==> config.mk <==
export PLATFORM = sky130hd
export DESIGN_NAME = mcs4_bus_tracer
export DESIGN_NICKNAME = d
export VERILOG_FILES = /design/src/rtl/mcs4_bus_tracer_pkg.sv /design/src/rtl/mcs4_bus_tracer_fifo.sv /design/src/rtl/mcs4_bus_tracer.sv
export SDC_FILE = /design/constraint.sdc
export NUM_CORES = 1
export LEC_CHECK = 0
export ABC_AREA = 1
export ABC_CLOCK_PERIOD_IN_PS = 6500
export CAP_MARGIN = 20
export CORE_MARGIN = 3
export CORE_UTILIZATION = 45
export DETAILED_ROUTE_END_ITERATION = 16
export SYNTH_ARGS = -nofsm -noshare
export SYNTH_HDL_FRONTEND = slang
export SYNTH_SLANG_ARGS = --single-unit
==> constraint.sdc <==
create_clock -name clk -period 6.5 [get_ports clk]
set_clock_uncertainty 0.05 [all_clocks]
set_input_delay 1.625 -clock clk [delete_from_list [all_inputs] [get_ports clk]]
set_output_delay 1.625 -clock clk [all_outputs]
set_load 0.02 [all_outputs]
==> src/rtl/mcs4_bus_tracer_pkg.sv <==
// Shared MCS-4 bus types: data nibble, subcycle phase and the 32-bit trace record.
package mcs4;

    localparam int TRACE_REC_W = 32;
    localparam int SYNC_ERR_W  = 8;

    typedef logic [3:0] char_t;

    typedef enum logic [2:0] {A1, A2, A3, M1, M2, X1, X2, X3} phase_t;

    typedef struct packed {
        logic        lost;
        logic        io_cyc;
        logic        cm_rom_m2;
        logic        rsvd;
        char_t       x3;
        char_t       x2;
        char_t       opa;
        char_t       opr;
        logic [11:0] addr;
    } trace_rec_t;

endpackage

==> src/rtl/mcs4_bus_tracer_fifo.sv <==
// Register-file FIFO; a pushed word is visible the clock after the push, never in the same clock.
module mcs4_sync_fifo #(
    parameter int WIDTH = 32,
    parameter int DEPTH = 16
) (
    input  logic             clk,
    input  logic             rst,
    input  logic             push,
    input  logic [WIDTH-1:0] wr_data,
    output logic             full,
    input  logic             pop,
    output logic             empty,
    output logic [WIDTH-1:0] rd_data
);
    localparam int AW = (DEPTH > 1) ? $clog2(DEPTH) : 1;

    logic [WIDTH-1:0] mem [DEPTH];
    logic [AW-1:0]    wr_ptr;
    logic [AW-1:0]    rd_ptr;
    logic [AW:0]      count;
    logic             do_push;
    logic             do_pop;

    assign empty   = (count == '0);
    assign full    = (count == (AW+1)'(DEPTH));
    assign do_pop  = pop && !empty;
    // A pop in the same clock frees the slot, so a push into a full FIFO still lands.
    assign do_push = push && (!full || do_pop);
    assign rd_data = empty ? '0 : mem[rd_ptr];

    always_ff @(posedge clk) begin
        if (do_push) begin
            mem[wr_ptr] <= wr_data;
        end
    end

    always_ff @(posedge clk) begin
        if (!rst) begin
            wr_ptr <= '0;
            rd_ptr <= '0;
            count  <= '0;
        end else begin
            if (do_push) wr_ptr <= wr_ptr + AW'(1);
            if (do_pop)  rd_ptr <= rd_ptr + AW'(1);
            case ({do_push, do_pop})
                2'b10:   count <= count + (AW+1)'(1);
                2'b01:   count <= count - (AW+1)'(1);
                default: count <= count;
            endcase
        end
    end

endmodule

==> src/rtl/mcs4_bus_tracer.sv <==
// Passive MCS-4 bus monitor: aligns to sync, assembles one record per instruction cycle, queues it.
module mcs4_bus_tracer
    import mcs4::*;
#(
    parameter int FIFO_DEPTH = 16,
    parameter int DROP_W     = 8
) (
    input  logic                  clk,
    input  logic                  rst,
    input  logic                  enable,
    input  logic                  sync,
    input  char_t                 d_bus,
    input  logic                  cm_rom,
    input  char_t                 cm_ram,
    output trace_rec_t            rec_data,
    output logic                  rec_valid,
    input  logic                  rec_ready,
    output logic                  locked,
    output logic [SYNC_ERR_W-1:0] sync_errs,
    output logic [DROP_W-1:0]     dropped
);
    typedef enum logic {UNLOCKED, LOCKED} track_t;

    track_t      state, state_nxt;
    phase_t      phase, phase_nxt;
    logic        capture, commit, sync_err, discard;
    logic [11:0] addr;
    char_t       opr, opa, x2;
    logic        cm_rom_m2, io_cyc, lost;
    trace_rec_t  rec_in;
    logic        fifo_full, fifo_empty, pop, want, push, drop;

    function automatic logic [SYNC_ERR_W-1:0] sat_inc_err(input logic [SYNC_ERR_W-1:0] v);
        return (v == '1) ? v : v + SYNC_ERR_W'(1);
    endfunction

    function automatic logic [DROP_W-1:0] sat_inc_drop(input logic [DROP_W-1:0] v);
        return (v == '1) ? v : v + DROP_W'(1);
    endfunction

    always_ff @(posedge clk) begin
        if (!rst) begin
            state <= UNLOCKED;
            phase <= X3;
        end else begin
            state <= state_nxt;
            phase <= phase_nxt;
        end
    end

    always_comb begin
        state_nxt = state;
        phase_nxt = phase;
        capture   = 1'b0;
        commit    = 1'b0;
        sync_err  = 1'b0;
        discard   = 1'b0;
        case (state)
            UNLOCKED: begin
                if (sync) begin
                    state_nxt = LOCKED;
                    phase_nxt = A1;
                end
            end
            LOCKED: begin
                if (sync) begin
                    phase_nxt = A1;
                    if (phase == X3) begin
                        commit = 1'b1;
                    end else begin
                        sync_err = 1'b1;
                        discard  = 1'b1;
                    end
                end else if (phase == X3) begin
                    state_nxt = UNLOCKED;
                    discard   = 1'b1;
                end else begin
                    phase_nxt = phase_t'(phase + 3'd1);
                    capture   = 1'b1;
                end
            end
            default: state_nxt = UNLOCKED;
        endcase
    end

    // X3 is not registered: the committing clock takes it straight off the bus.
    always_ff @(posedge clk) begin
        if (!rst || discard) begin
            addr      <= '0;
            opr       <= '0;
            opa       <= '0;
            x2        <= '0;
            cm_rom_m2 <= 1'b0;
            io_cyc    <= 1'b0;
        end else if (capture) begin
            case (phase)
                A1: addr[3:0]  <= d_bus;
                A2: addr[7:4]  <= d_bus;
                A3: addr[11:8] <= d_bus;
                M1: opr        <= d_bus;
                M2: begin
                    opa       <= d_bus;
                    cm_rom_m2 <= cm_rom;
                end
                X2: begin
                    x2     <= d_bus;
                    io_cyc <= |cm_ram;
                end
                default: ;
            endcase
        end
    end

    always_comb begin
        rec_in           = '0;
        rec_in.lost      = lost;
        rec_in.io_cyc    = io_cyc;
        rec_in.cm_rom_m2 = cm_rom_m2;
        rec_in.x3        = d_bus;
        rec_in.x2        = x2;
        rec_in.opa       = opa;
        rec_in.opr       = opr;
        rec_in.addr      = addr;
    end

    assign rec_valid = !fifo_empty;
    assign locked    = (state == LOCKED);
    assign pop       = rec_valid && rec_ready;
    assign want      = commit && enable;
    assign push      = want && (!fifo_full || pop);
    assign drop      = want && fifo_full && !pop;

    always_ff @(posedge clk) begin
        if (!rst) begin
            lost      <= 1'b0;
            sync_errs <= '0;
            dropped   <= '0;
        end else begin
            if (drop)          lost <= 1'b1;
            else if (push)     lost <= 1'b0;
            if (sync_err)      sync_errs <= sat_inc_err(sync_errs);
            if (drop)          dropped   <= sat_inc_drop(dropped);
        end
    end

    mcs4_sync_fifo #(
        .WIDTH (TRACE_REC_W),
        .DEPTH (FIFO_DEPTH)
    ) u_fifo (
        .clk     (clk),
        .rst     (rst),
        .push    (push),
        .wr_data (rec_in),
        .full    (fifo_full),
        .pop     (pop),
        .empty   (fifo_empty),
        .rd_data (rec_data)
    );

endmodule

After elaboration in Yosys (flattened, before gate mapping)
Memories as Yosys holds them, arrays and structs flattened. A register that Yosys moved wholly into a read port is not among the register bits.
Index checks and enable logic that the tools add are counted.
Word-level totals
  bits in registers: 60
  memory bits (writable): 496
  input bits: 14
  output and inout port bits: 50
  word-level logic and storage cells: 93
  memories: 1
Memories
  u_fifo.mem: words 16, width 31, read ports 1, clocked after memory_dff 1, write ports 1, RTL line mcs4_bus_tracer_fifo.sv:17  | logic [WIDTH-1:0] mem [DEPTH];
Operators by class
  $add $sub $neg: 7
  equality and inequality tests: 13
  multiplexer cells: 25
  bitwise operators: 3
  reductions and logical operators: 28
Operators with widths (count)
  $mux 32: 1
  $reduce_and 2->1: 9
  $add 8x1->8 const B: 2
  $eq 8x8->1 const B: 2
  $mux 1: 16
  $pmux 5 s2: 1
  $eq 3x3->1 const B: 3
  $mux 3: 3
  $add 4x1->4 const B: 2
  $mux 4: 2
  $logic_and 1x1->1: 7
  $eq 3x2->1 const B: 2
  $pmux 3 s2: 1
  $add 5x1->5 const B: 1
  $eq 5x5->1 const B: 1
  $logic_not 5->1: 1
  $sub 5x1->5 const B: 1
  $logic_not 1->1: 4
  $reduce_bool 2->1: 2
  $reduce_or 4->1: 1
  $add 3x1->3 const B: 1
  $eq 3x1->1 const B: 1
  $logic_not 3->1: 1
  $logic_or 1x1->1: 3
  other kinds (6): 8

Depth between registers and ports, before layout
Gate-level depths: netlist of run 1.
  word-level depth: 9
  depth in mapped cells: 19
  gate-level depth less buffers: 19

Hierarchy
Synthesis of run 1 repeated with hierarchy kept, for this count alone.
Unflattened totals
  cell total of the unflattened synthesis: 2084
  area total of the unflattened synthesis: 23608.9 sq um
By module, submodules not included
  mcs4_sync_fifo: instances 1, cells an instance 1776, area each 21317.9 sq um
  mcs4_bus_tracer: instances 1, cells an instance 308, area each 2290.9 sq um

Worst setup path after synthesis of run 1
Ideal clock, no wire load.
  kind: input port to flip-flop
  start point: in sync
  end point: mem u_fifo.mem[11][0] (netlist name), enable pin
  setup time: 0.419 ns
  arrival time: 3.595 ns
  required time: 6.031 ns
  path slack: 2.436 ns
  stages: 7
  cell sequence: ha_1 nand3_1 inv_1 nand2_2 inv_2 nand2_1 nor2_1
On the way
  longest elaborated chain between the ends: 7
RTL lines
  from (decl): RTL line mcs4_bus_tracer.sv:11  | input logic sync,
  $mux 1: RTL line mcs4_bus_tracer.sv:66  | if (sync) begin
  $mux 1: RTL line mcs4_bus_tracer.sv:58  | case (state)
  $logic_and 1x1->1: RTL line mcs4_bus_tracer.sv:129  | assign want = commit && enable;
  $logic_and 1x1->1: RTL line mcs4_bus_tracer.sv:130  | assign push = want && (!fifo_full || pop);
  $logic_and 1x1->1: RTL line mcs4_bus_tracer_fifo.sv:28  | assign do_push = push && (!full || do_pop);
  $mux 1: RTL line mcs4_bus_tracer_fifo.sv:32  | if (do_push) begin
  $mux 1 (implied by the code): RTL line mcs4_bus_tracer_fifo.sv:33  | mem[wr_ptr] <= wr_data;
  to (decl): RTL line mcs4_bus_tracer_fifo.sv:17
No other way between the ends.

==> results of run 1 <==
metrics by stage:
| step | std cells | worst slack (ns) |
|---|---|---|
| floorplan | 2060 | 2.44 |
| global placement | 2708 | 1.77 |
| detailed placement | 2718 | 1.76 |
| CTS | 2824 | 1.11 |
| global route | 2824 | 0.898 |
| finish | 2824 | 1.14 |
Yosys cell counts:
cell type / n
edfxtp_1: 496
buf_6: 25
nor2_2: 1
buf_8: 2
nor2_1: 45
nand2_2: 2
ha_1: 21
buf_2: 33
clkbuf_4: 1
dfxtp_1: 64
a21oi_1: 82
nand4_1: 2
or3_1: 1
xnor2_1: 2
nand3b_1: 2
nand2_1: 749
conb_1: 1
clkbuf_1: 14
o21ai_0: 13
nand3_1: 401
nor4_1: 1
o21ai_2: 1
inv_2: 7
nor3_1: 2
inv_6: 1
buf_4: 24
buf_1: 11
o21bai_1: 1
inv_1: 45
xor2_1: 10
critical path, cell delays in order (launching register included):
cell and delay (ns):
dfxtp_4 0.75, inv_6 0.43, buf_4 0.43, nand3_1 0.15
nand3_1 0.08, nand2_1 0.12, nand2_1 0.06, a21oi_1 0.33
clkdlybuf4s50_1 0.67
cell usage in the layout (no fill, tap or decap), types with 4 or more instances in the layout:
master,n
a21oi_1,82
buf_12,8
buf_16,4
buf_4,20
bufinv_16,4
clkbuf_1,16
clkbuf_16,57
clkbuf_8,18
clkdlybuf4s50_1,62
clkinv_2,7
dfxtp_1,60
edfxtp_1,496
ha_1,21
inv_1,45
inv_2,6
inv_6,4
nand2_1,749
nand3_1,401
nor2_1,29
nor2_4,16
o21ai_0,13
xor2_1,10
cell families (layout without fill, tap and decap cells):
| family | after synthesis | after routing | share of synthesized area |
|---|---|---|---|
| compound gates | 97 | 97 | 0.0213 |
| other cells | 1 | 1 | 0.000163 |
| fa+ha+maj | 21 | 21 | 0.0114 |
| xor+xnor | 12 | 12 | 0.00456 |
| flops | 560 | 560 | 0.702 |
| simple gates | 1206 | 1206 | 0.219 |
| buf+inv | 163 | 255 | 0.0417 |
flip-flops by register name, summed over array words and instances, names as in the netlist, 4 cells and up, named ones only:
signal / flops
opr: 4
u_fifo.wr_ptr: 4
opa: 4
addr: 12
dropped: 8
u_fifo.rd_ptr: 4
sync_errs: 8
x2: 4
u_fifo.mem: 496
u_fifo.count: 5
layer usage:
metal / share of wire / track usage
met5: 0 / 0
met3: 0.062 / 0.0341
met1: 0.43 / 0.301
met4: 0.021 / 0.0542
met2: 0.49 / 0.361
where the power goes:
| part | leakage [nW] | switching [mW] | internal [mW] |
|---|---|---|---|
| combinational | 3.39 | 1.73 | 0.847 |
| clock | 0.947 | 1.34 | 1.98 |
| sequential | 5.18 | 0.112 | 3.91 |
worst paths after layout:
kind | end | slack [ns] | depth (start not counted)
max reg2reg | u_fifo.mem[13][18] | 3.20 | 10
max | rec_data[14] | 1.14 | 8
min reg2reg | flop | 0.42 | 2
min | flop | 0.42 | 2
area by class of cell:
cell class	instances	share of cell area
inverters	53	0.00796
flip-flops and latches	560	0.616
well taps	672	0.0320
clock inverters	15	0.00686
repair buffers	96	0.0408
multi-input cells	1337	0.230
clock buffers	91	0.0660
==> results.tsv, run 1 <==
stage	metric	value	unit
sta	Slew headroom	0.240	
layout	Reg area	16200	um^2
sta	fin crit period	5.36	ns
floorplanning	die height	232	um
layout	Nets	2139	
floorplanning	core area	50400	um^2
routing	antenna-violating nets left	0	
critical_path	CP arrival	3.69	ns
clock_network	root buffer cell	clkbuf_16	
pwr	Pleak	9.52	nW
floorplanning	Die Area	54000	um^2
synthesis	sequential area share after synthesis	0.702	
sta	Tcrit/Tclk final	0.825	
synthesis	Area contributors post-synth	edfxtp_1, nand2_1, nand3_1	
floorplanning	Top Ports	64	
clock_network	post-CTS sizing	0	
routing	drt drc	0	
placement	PortBufs	62	
routing	vias	15300	
clock_network	Clock H-tree levels	2	
clock_network	CTS Buf Count	56	
synthesis	synth unique cells	30	
layout	fill cell count	4353	
synthesis	Post-Syn Nets	2095	
run	max_cap viols	0	
critical_path	Critical Path End Type	primary output	
routing	Routed WL	58500	um
sta	Hold Slack	0.423	ns
routing	WL/cell	20.7	um
pwr	pwr dens	378	nW/um^2
layout	Layout Area Growth over Synthesis	13.9	%
clock_network	Setup Fix Bufs, Post-CTS	0	
sta	fmax	0.186	GHz
floorplanning	starting density of the core	0.458	
routing	Vias/cell	5.41	
global_routing	largest net degree at the start of global routing	218	
critical_path	worst r2r src	phase[0]	
layout	final instance area	26300	um^2
sta	RSZ-0062 raised after global routing	false	
routing	drt first pass iters	5	
critical_path	CP max FO	88	
critical_path	CP startpoint kind	flop	
clock_network	CTS tree	done	
global_routing	GRT Total Usage	0.217	
layout	footprint of the multi-input gates	6040	um^2
placement	placed cell areas	24300	um^2
floorplanning	Site Rows	82	
layout	ant diodes	0	
layout	final core occ	0.521	
clock_network	clock-pin slew on the worst setup and hold paths	0.06	ns
synthesis	Synth top area share	0.646	
sta	worst-margin pin slew	1.14	ns
clock_network	clock tree buffer depth	3	
clock_network	cts hold-fix bufs	0	
clock_network	clock sink total	560	
synthesis	top cell type by total area after synthesis	edfxtp_1	
placement	Placer Congestion	0.783	
global_routing	global-route wire length before repair	89700	um
synthesis	Synthesis Warnings	0	
synthesis	Post-Syn Area	23100	um^2
status	outcome	completed	
global_routing	initial antenna violation count	0	
routing	DR iter-0 viols	1439	
synthesis	Synth Instances	2060	
synthesis	Synth Register Bits	560	
worst_hold_path	min-delay src	u_fifo.rd_ptr[2]	
sta	Final setup viols	0	
layout	layout cells sized above 1	0.0716	
global_routing	vias in the first global route	15000	
critical_path	crit path kind	flop to primary output	
floorplanning	Chip Width	232	um
sta	Final Hold Vio Count	0	
sta	total negative slack	0	ns
worst_hold_path	worst min path class	flop to flop	
placement	dpl hpwl	32800	um
critical_path	WP data required	4.83	ns
sta	Max Slew Vio Count	0	
global_routing	grt total ovfl	0	
synthesis	Mean Syn Cell Area	11.2	um^2
pwr	total power	9.92	mW
clock_network	Clock Latency Late Sink	0.61	ns
pwr	peak supply drop	0.269	mV
Note: power is estimated with default switching activity, not from simulation.
==> run 2: changes to the inputs <==
ABC_CLOCK_PERIOD_IN_PS = 4540   (was 6500)
clock period = 4.54 ns   (was 6.5 ns; I/O delays follow)
==> results.tsv, run 2 (same netlist as run 1, synthesis figures left out) <==
stage	metric	value	unit	change
global_routing	GRT Total Usage	0.211		-0.00645
run	max_cap viols	0		unchanged
clock_network	CTS tree	done		
sta	Final setup viols	0		unchanged
layout	Top reg by flops	u_fifo.mem		
global_routing	initial antenna violation count	0		unchanged
clock_network	Clock H-tree levels	2		unchanged
critical_path	reg2reg path depth	10		unchanged
clock_network	clock-pin slew on the worst setup and hold paths	0.06	ns	about the same
routing	WL/cell	19.9	um	-4.1%
critical_path	CP startpoint kind	flop		
floorplanning	Die Area	54000	um^2	unchanged
layout	Nets	2152		+0.61%
placement	placed cell areas	24400	um^2	+0.10%
sta	Slew headroom	0.263		+0.0235
routing	drt drc	0		unchanged
floorplanning	Top Ports	64		unchanged
floorplanning	core area	50400	um^2	unchanged
critical_path	Critical Path End Type	primary output		
pwr	pwr dens	550	nW/um^2	+46%
critical_path	CP arrival	3.21	ns	-0.48 ns
pwr	Comb pwr share	0.265		+0.005
routing	Routed WL	56300	um	-3.8%
clock_network	CTS Buf Count	56		unchanged
routing	DR iter-0 viols	1395		-3.1%
pwr	Clock power frac	0.344		+0.009
sta	Max Slew Vio Count	0		unchanged
sta	total negative slack	0	ns	unchanged
routing	Vias/cell	5.41		about the same
sta	RSZ-0062 raised after global routing	false		
layout	final instance area	26400	um^2	+0.40%
worst_hold_path	hold path depth	2		unchanged
pwr	Sw Pwr	4.54	mW	+43%
status	outcome	completed		
placement	PortBufs	62		unchanged
layout	layout cells sized above 1	0.0750		+0.00344
routing	vias	15300		+0.29%
layout	biggest regs	u_fifo.mem: 496 flops, addr: 12 flops		
layout	number of flip-flops under the largest register name	496		unchanged
global_routing	largest net degree at the start of global routing	125		-43%
layout	commonest non-fill, non-tap cells in the layout	nand2_1, edfxtp_1, nand3_1, a21oi_1, clkdlybuf4s50_1		
layout	Layout Area Growth over Synthesis	14.3	%	
sta	Final Hold Vio Count	0		unchanged
pwr	Pleak	9.58	nW	+0.65%
pwr	Net Sw Frac	0.313		-0.00799
floorplanning	starting density of the core	0.458		unchanged
pwr	peak supply drop	0.389	mV	+45%
pwr	sequential share of power	0.392		-0.013
sta	fmax	0.228	GHz	
floorplanning	Chip Width	232	um	unchanged
clock_network	root buffer cell	clkbuf_16		
clock_network	clock tree buffer depth	3		unchanged
placement	dpl hpwl	31400	um	-4.0%
global_routing	vias in the first global route	14800		-1.3%
global_routing	global-route wire length before repair	87000	um	-3.0%
pwr	Internal	9.96	mW	+48%
critical_path	WP data required	3.36	ns	-1.47 ns
routing	drt first pass iters	5		unchanged
critical_path	crit path kind	flop to primary output		
floorplanning	Site Rows	82		unchanged
worst_hold_path	worst min path class	flop to flop		
sta	fin crit period	4.39	ns	
clock_network	Clock Latency Late Sink	0.61	ns	about the same
placement	Placer Congestion	0.836		+6.7%
layout	commonest non-fill, non-tap cell in the layout	nand2_1		
sta	Tcrit/Tclk final	0.968		
critical_path	CP max FO	91		+3.4%
global_routing	grt total ovfl	0		unchanged
sta	worst-margin pin slew	1.10	ns	-0.0374 ns
floorplanning	die height	232	um	unchanged
clock_network	clock sink total	560		unchanged
routing	antenna-violating nets left	0		unchanged
## run 2: changes by cell type in the layout (fill, tap and decap cells not counted), moves of 2 or more
cell | previous run | this run
buf_16 | 4 | 0
buf_12 | 8 | 10
clkbuf_8 | 18 | 0
clkbuf_1 | 16 | 9
buf_8 | 2 | 0
bufinv_16 | 4 | 14
inv_6 | 4 | 2
buf_4 | 20 | 37
clkinv_1 | 2 | 9
diode_2 | 0 | 2
clkinvlp_4 | 0 | 2
## run 2: stage by stage
step                utilization  hold WS [ns]  worst slack, ns  instances  total power, mW
floorplan                     -         0.397            0.966       2060             8.48
global placement          0.484         0.415            0.753       2731             9.63
detailed placement        0.484         0.427            0.731       2731             9.65
CTS                       0.523         0.446           0.0637       2832             14.6
global route              0.523         0.460           0.0487       2832             15.2
finish                    0.523         0.449            0.147       2834             14.5
## run 2: timing repair
item / 4_1_cts / 5_1_grt
buffers inserted: 0 / 0
hold buffers: 0 / 0
gates resized for setup: 0 / 1
endpoints found under the setup margin: 0 / 2
## run 2: final timing paths
check                            end  slack [ns]             start
setup / recovery        rec_data[18]        0.15              flop
hold / removal      u_fifo.rd_ptr[2]        0.45  u_fifo.rd_ptr[2]
setup reg to reg  u_fifo.mem[12][14]        1.66          phase[1]
hold reg to reg     u_fifo.rd_ptr[2]        0.45  u_fifo.rd_ptr[2]
## run 2: worst max-delay path, cell delays in order, from the launching register on
cell	delay, ns
dfxtp_4	0.55
buf_12	0.39
nand2_1	0.09
nand3_1	0.10
nand3_1	0.12
nand2_1	0.12
nand2_1	0.12
a21oi_1	0.37
clkdlybuf4s50_1	0.69
## run 2: metal layers
layer / share of wire / vias to the layer above / GRT usage
li1: - / 7237 / -
met4: 0.023 / 0 / 0.0645
met1: 0.44 / 7488 / 0.301
met2: 0.47 / 501 / 0.334
met3: 0.066 / 96 / 0.0335
met5: 0 / - / 0
## run 2: area by class of cell
type,count,area [um^2]
Inverter,53,209
Fill cell,4299,24000
Tap cell,672,841
Sequential cell,560,16200
Clock inverter,35,527
Clock buffer,66,1460
Antenna cell,2,5.00
Timing Repair Buffer,109,1100
Multi-Input combinational cell,1337,6040
## run 2: power groups by stage
stage	logic [mW]	clock network, mW	registers, mW
2_1_floorplan	2.74	0	5.74
3_3_place_gp	3.84	0	5.78
3_5_place_dp	3.86	0	5.79
4_1_cts	3.88	5.07	5.68
5_1_grt	4.24	5.28	5.69
6_report	3.84	4.99	5.68
==> run 3: changes to the inputs <==
ABC_CLOCK_PERIOD_IN_PS = unset   (was 4540)
==> results of run 3 <==
The final DEF is identical to that of run 2; final timing and power are the same.
